`src/rtl/datapath_sequencer.sv`:
```
// Sequencer that stages two operands through data memory and the register file,
// runs the adder/subtractor on them and writes the result back to a destination register.
module datapath_sequencer #(
  parameter int unsigned WORDSIZE = 64,
  parameter int unsigned ADDR_W   = 5,
  parameter int unsigned A_SLOT   = 0,
  parameter int unsigned B_SLOT   = 1,
  parameter int unsigned RA       = 0,
  parameter int unsigned RB       = 1,
  parameter int unsigned RD       = 2
) (
  input  logic                clk,
  input  logic                rst,
  input  logic                start,
  input  logic [WORDSIZE-1:0] num1,
  input  logic [WORDSIZE-1:0] num2,
  input  logic                operation_in,
  output logic                busy,
  output logic                done,
  output logic [WORDSIZE-1:0] result,
  output logic [ADDR_W-1:0]   dm_addr,
  output logic [WORDSIZE-1:0] dm_data_input,
  output logic                dm_write_enable,
  output logic                dm_read,
  input  logic [WORDSIZE-1:0] dm_data_output,
  output logic                rf_write_en,
  output logic [ADDR_W-1:0]   rf_write_addr,
  output logic [WORDSIZE-1:0] rf_write_data,
  output logic [ADDR_W-1:0]   rf_addr_a,
  output logic [ADDR_W-1:0]   rf_addr_b,
  input  logic [WORDSIZE-1:0] rf_data_a,
  input  logic [WORDSIZE-1:0] rf_data_b,
  output logic [WORDSIZE-1:0] factor_a,
  output logic [WORDSIZE-1:0] factor_b,
  output logic                operation,
  input  logic [WORDSIZE-1:0] adder_result
);

  typedef enum logic [3:0] {
    IDLE, WR_A, RD_A, LD_A, WR_B, RD_B, LD_B, EXEC, WB, DONE
  } state_t;

  state_t              state, state_next;
  logic [WORDSIZE-1:0] cap_a, cap_b;
  logic                cap_op;
  logic                accept;

  // A new request is only taken while no run is in flight.
  assign accept    = start && (state == IDLE || state == DONE);
  assign operation = cap_op;

  // NOTE: sequential state uses non-blocking assignments so every register
  // samples pre-edge values, independent of process evaluation order.
  always_ff @(posedge clk or posedge rst) begin
    if (rst) begin
      state  <= IDLE;
      cap_a  <= '0;
      cap_b  <= '0;
      cap_op <= 1'b0;
      result <= '0;
    end else begin
      state <= state_next;
      if (accept) begin
        cap_a  <= num1;
        cap_b  <= num2;
        cap_op <= operation_in;
      end
      if (state == EXEC) result <= adder_result;
    end
  end

  // NOTE: every output of this block gets a default first, so no path through
  // the case statement can leave a signal unassigned and infer a latch.
  always_comb begin
    state_next      = state;
    busy            = (state != IDLE);
    done            = 1'b0;
    dm_addr         = '0;
    dm_data_input   = '0;
    dm_write_enable = 1'b0;
    dm_read         = 1'b0;
    rf_write_en     = 1'b0;
    rf_write_addr   = '0;
    rf_write_data   = '0;
    rf_addr_a       = '0;
    rf_addr_b       = '0;
    factor_a        = '0;
    factor_b        = '0;

    case (state)
      IDLE: if (start) state_next = WR_A;
      WR_A: begin
        dm_addr         = ADDR_W'(A_SLOT);
        dm_data_input   = cap_a;
        dm_write_enable = 1'b1;
        state_next      = RD_A;
      end
      RD_A: begin
        dm_addr    = ADDR_W'(A_SLOT);
        dm_read    = 1'b1;
        state_next = LD_A;
      end
      LD_A: begin
        rf_write_en   = 1'b1;
        rf_write_addr = ADDR_W'(RA);
        rf_write_data = dm_data_output;
        state_next    = WR_B;
      end
      WR_B: begin
        dm_addr         = ADDR_W'(B_SLOT);
        dm_data_input   = cap_b;
        dm_write_enable = 1'b1;
        state_next      = RD_B;
      end
      RD_B: begin
        dm_addr    = ADDR_W'(B_SLOT);
        dm_read    = 1'b1;
        state_next = LD_B;
      end
      LD_B: begin
        rf_write_en   = 1'b1;
        rf_write_addr = ADDR_W'(RB);
        rf_write_data = dm_data_output;
        state_next    = EXEC;
      end
      EXEC: begin
        rf_addr_a  = ADDR_W'(RA);
        rf_addr_b  = ADDR_W'(RB);
        factor_a   = rf_data_a;
        factor_b   = rf_data_b;
        state_next = WB;
      end
      WB: begin
        rf_write_en   = 1'b1;
        rf_write_addr = ADDR_W'(RD);
        rf_write_data = result;
        state_next    = DONE;
      end
      DONE: begin
        done       = 1'b1;
        state_next = start ? WR_A : IDLE;
      end
      default: state_next = IDLE;
    endcase
  end

endmodule

```
`config.mk`:
```
export PLATFORM = sky130hd
export DESIGN_NAME = datapath_sequencer
export DESIGN_NICKNAME = d
export VERILOG_FILES = /design/src/rtl/datapath_sequencer.sv
export SDC_FILE = /design/constraint.sdc
export NUM_CORES = 1
export LEC_CHECK = 0
export BUFFER_PORTS_ARGS = -buffer_cell sky130_fd_sc_hd__buf_4
export CORE_AREA = 8 8 283 285
export DETAILED_ROUTE_END_ITERATION = 8
export DIE_AREA = 0 0 291 293
export GPL_ROUTABILITY_DRIVEN = 0
export HOLD_SLACK_MARGIN = 0.08
export PLACE_DENSITY = 0.33
export SLEW_MARGIN = 5
export SYNTH_ARGS = -nofsm -noshare
export SYNTH_HDL_FRONTEND = slang
export SYNTH_SLANG_ARGS = --single-unit
```
`constraint.sdc`:
```
create_clock -name clk -period 9.7 [get_ports clk]
set_clock_uncertainty 0.1 [all_clocks]
set_input_delay 1.94 -clock clk [delete_from_list [all_inputs] [get_ports clk]]
set_output_delay 1.94 -clock clk [all_outputs]
set_load 0.05 [all_outputs]
```
Word-level counts from Yosys, hierarchy flattened
Cells that the tools add are included.
{ "word_totals": {"ff_bits": 197, "latchBits": 0, "mem_bits_rw": 0, "mem_bits_ro": 0, "output_inout_bits": 346, "n_memories": 0} }
{ "op_classes": {"n_addsub": 0, "mul": 0, "div_mod_pow": 0, "magnitude_cmp": 0, "eq_ne": 10, "shift": 0, "mux": 14, "n_bitwise": 0, "reduce_logical": 9} }
{ "op_table": {"columns": ["operator", "n"], "rows": [
  ["case mux 64 bit (2 select lines)", 2],
  ["2-to-1 mux 64 bit", 2],
  ["case mux 4 bit (10 select lines)", 1],
  ["equality test 4 x 3 -> 1 bit, second input constant", 4],
  ["equality test 4 x 2 -> 1 bit, second input constant", 2],
  ["equality test 4 bit, second input constant", 2],
  ["OR reduction 2 bit", 4],
  ["2-to-1 mux 1 bit", 7],
  ["equality test 4 x 1 -> 1 bit, second input constant", 1],
  ["logical NOT 4 bit", 1],
  ["2-to-1 mux 4 bit", 1],
  ["case mux 2 bit (2 select lines)", 1],
  ["nonzero test 4 bit", 1],
  ["OR reduction 3 bit", 1],
  ["!= test 2 bit, second input constant", 1],
  ["logical AND 1 bit", 1],
  ["logical OR 1 bit", 1]
]} }

Logic depth before layout (Yosys ltp)
{ "logic_depth": {"word_depth": 3, "mapped_depth": 7} }

Worst setup path before layout
No wires, ideal clock.
{ "synth_path": {"path_kind": "in2out", "startpoint": "input port dm_data_output[0]", "endpoint": "output port rf_write_data[0]", "arrival_ns": 2.359, "required_ns": 7.660, "setup_slack_ns": 5.301, "cell_stages": 1, "n_path_buf": 0, "path_cell_list": "a22o_1"} }
{ "synth_between": {"elab_chain_len": 1} }
{ "synth_rtl": {"columns": ["element", "line", "source"], "rows": [
  ["start, declared", "25", "input logic [WORDSIZE-1:0] dm_data_output,"],
  ["case mux 64 bit (2 select lines)", "90", "case (state)"],
  ["end, declared", "28", "output logic [WORDSIZE-1:0] rf_write_data,"]
]} }
Every way passes these cells.

Final worst setup path
{ "layout_path": {"startpoint": "register state[3]", "endpoint": "output port factor_a[43]"} }
{ "layout_between": {"elab_chain_len": 2} }
{ "layout_rtl": {"columns": ["element", "line", "source"], "rows": [
  ["start, declared", "43", "state_t state, state_next;"],
  ["start signal, assigned", "62", "state <= state_next;"],
  ["equality test 4 x 3 -> 1 bit", "90", null],
  ["2-to-1 mux 64 bit", "90", null],
  ["end, declared", "33", "output logic [WORDSIZE-1:0] factor_a,"]
]} }
Every way passes these cells.

==> flow_summary_export.csv <==
group,metric,value,unit
status,status,"complete, no violations",
final_layout,nNetsFinal,1824,
drt,antenna_left,0,
timing,min_period,5.31,ns
synth,synth.area.top_cells,"dfrtp_1 (50%), mux2_2 (22%), a22o_1 (11%), and2_1 (8.2%), buf_6 (2.2%)",
timing,finalSetupViolCount,0,
placed_design,hpwl,47600,um
synth,synth_top_area_share,50.1,%
final_layout,area_delta_synth_final,69.2,%
drt,vias,9003,
synth,synth_edf_count,0,
power,leakage,8.06,nW
power,power_switching,3.32,mW
synth,synth.avg_cell_area,12.9,sq um
global_route,grt_start_max_net_pins,136,
synth,yosys-top-cells-count,"dfrtp_1 (197), mux2_2 (191), and2_1 (129)",
synth,ys.flop_type,"dfrtp_1",
synth,synth-seq-cells,197,
synth,yosys.cell_types.count,31,
global_route,use_met3,6.05,%
power,p_sw_share,52.4,%
clocking,clk_latency,0.47,ns
synth,yosysMostFrequentCell,"dfrtp_1",
clocking,clock_sinks,197,
die,ioPinCount,734,
worst_setup_path,worst_ep_required_time,7.66,ns
synth,seq_area_frac_synth,50.1,%
die,core_area,75400,sq um
placed_design,portBuffers,717,
drt,drc_errors,0,
timing,fmax,0.188,GHz
clocking,path_clk_slew,0.08,ns
die,start_util,13.0,%
timing,fin_crit_sh,54.8,%
timing,finalHoldViolCount,0,
die,rows,101,
global_route,grt.overflow.total,0,
timing,rsz0062_at_grt,"false",
synth,yosysWarnings,0,
timing,slew-limit-headroom,22.7,%
global_route,antenna_found_initial,8,
worst_setup_path,crit_type,"reg2out",
worst_setup_path,crit_fanout,135,
power,p_total,6.33,mW
drt,wire_per_inst,23.9,um
final_layout,fillers,8195,
power,irDropWorstVdd,0.000180,V
power,seq_power_share,25.3,%
power,p_per_area,381,nW/um^2
clocking,cts_setup_buffers,0,
die,die_w,291,um
clocking,cts-resized-gates,0,
clocking,cts_made_buffers,17,
final_layout,multiInputGateArea,4400,sq um
worst_setup_path,crit_path_start_kind,"flop",
die,die_y,293,um
global_route,grt_pass1_wl,79900,um
worst_setup_path,cp-end-kind,"output port",
global_route,top_usage_layer,"met2",
timing,tightest_slew,1.16,ns
clocking,clockBufferDepth,2,
timing,hold_slack,0.409,ns
worst_hold_path,hp-class,"reg2reg",
die,die_area,85300,sq um
clocking,htree_levels,4,
drt,via_per_inst,3.70,
final_layout,drive_above_1_share,66.3,%
power,power.internal,3.01,mW
synth,syn_inst,762,
global_route,met2_usage,22.7,%
power,p_comb_share,62.5,%
clocking,cts_tree,"yes",
worst_setup_path,critPathArrivalTime,3.27,ns
clocking,cts_hold_buf,0,
drt,drt_pass1_iterations,4,
clocking,cts_root_buf,"clkbuf_16",
timing,fin_tns_setup,0,ns
global_route,grt_use_total,13.1,%
synth,synthArstFlopShare,100,%
power,clockPowerShare,12.2,%
synth,synth_top_cell_by_area,"dfrtp_1",
synth,post_synth_instance_area,9830,sq um
global_route,grt_use_met1,14.3,%
global_route,grt_pass1_vias,9787,
job,drv_cap,0,
drt,wl,58200,um
timing,drv_slew,0,
final_layout,seq_area,4930,sq um
drt,first_iter_violations,367,
worst paths after layout:
path / startpoint / to / slack [ns] / cells after the start
worst max-delay path: state[3]$_DFFE_PP0P_ / factor_a[43] / 4.39 / 5
worst min-delay path: cap_b[21]$_DFFE_PP0P_ / cap_b[21]$_DFFE_PP0P_ / 0.41 / 1
worst max register to register: state[3]$_DFFE_PP0P_ / result[48]$_DFFE_PP0N_ / 6.25 / 5
worst min register to register: cap_b[21]$_DFFE_PP0P_ / cap_b[21]$_DFFE_PP0P_ / 0.41 / 1
max in group asynchronous: rst / cap_b[60]$_DFFE_PP0P_ / 6.70 / 3
min in group asynchronous: rst / cap_b[8]$_DFFE_PP0P_ / 1.46 / 2
power by group through the flow:
stage	logic [mW]	clock network (mW)	registers (mW)
3_5_place_dp	4.01	0	1.63
2_1_floorplan	2.36	0	1.93
3_3_place_gp	3.99	0	1.66
4_1_cts	4.02	0.825	1.62
6_report	3.96	0.773	1.60
5_1_grt	4.14	0.849	1.67
flip-flops by register name, summed over array words and instances (netlist names):
register and cells:
cap_a 64, cap_b 64, operation 1, result 64, state 4
cell type report:
cell class,instances,area share (%)
clock inverters,13,0.985
diodes,6,0.0903
well taps,978,7.36
repair buffers,725,32.7
clock buffers,19,2.66
inverters,2,0.0903
multi-input cells,493,26.5
flip-flops and latches,197,29.6
kinds of logic (layout without fill, tap and decap cells):
logic type | count (synthesis) | count (layout) | synth area share [%]
buffers and inverters | 87 | 759 | 5.97
DFF | 197 | 197 | 50.1
xor gates and xnor gates | 3 | 3 | 0.267
and+or+nand+nor | 151 | 151 | 9.85
muxes | 193 | 193 | 22.2
other | 1 | 22 | 0.0381
AOI/OAI and AO/OA | 130 | 130 | 11.5
cell usage in the layout, fill, tap and decap left out, types with 2 or more instances in the layout:
| cell | synthesis | routed |
|---|---|---|
| a22o_1 | 128 | 128 |
| and2_1 | 129 | 128 |
| buf_4 | 22 | 725 |
| bufinv_16 | 0 | 2 |
| clkbuf_16 | 0 | 17 |
| conb_1 | 1 | 16 |
| dfrtp_1 | 197 | 197 |
| diode_2 | 0 | 6 |
| inv_6 | 0 | 5 |
| inv_8 | 0 | 3 |
| mux2_2 | 191 | 191 |
| mux2_4 | 2 | 2 |
| nand2_1 | 2 | 2 |
| nor2_1 | 3 | 3 |
| or2_2 | 3 | 3 |
| xnor2_1 | 3 | 3 |
through the flow:
step	worst slack [ns]	instances	cell area (sq um)	utilization [%]
after CTS	4.27	2427	16600	22.0
after floorplan	2.29	777	9890	-
after detailed placement	4.84	2395	16000	21.2
after global placement	4.88	2395	16000	21.2
after global routing	4.13	2431	16600	22.0
final	4.39	2433	16600	22.0
critical path: stages, from the launching register on:
cell,delay (ns)
dfrtp_1,0.58
nor2b_4,0.20
and3_4,0.45
buf_4,0.84
and2_1,0.31
buf_4,0.22
per-layer routing:
layer	up-vias	part of all wire (%)
li1	4049	-
met1	4481	38
met2	417	50
met3	52	9.6
met4	4	1.6
met5	-	0.038
Note: power is estimated with default switching activity, not from simulation.
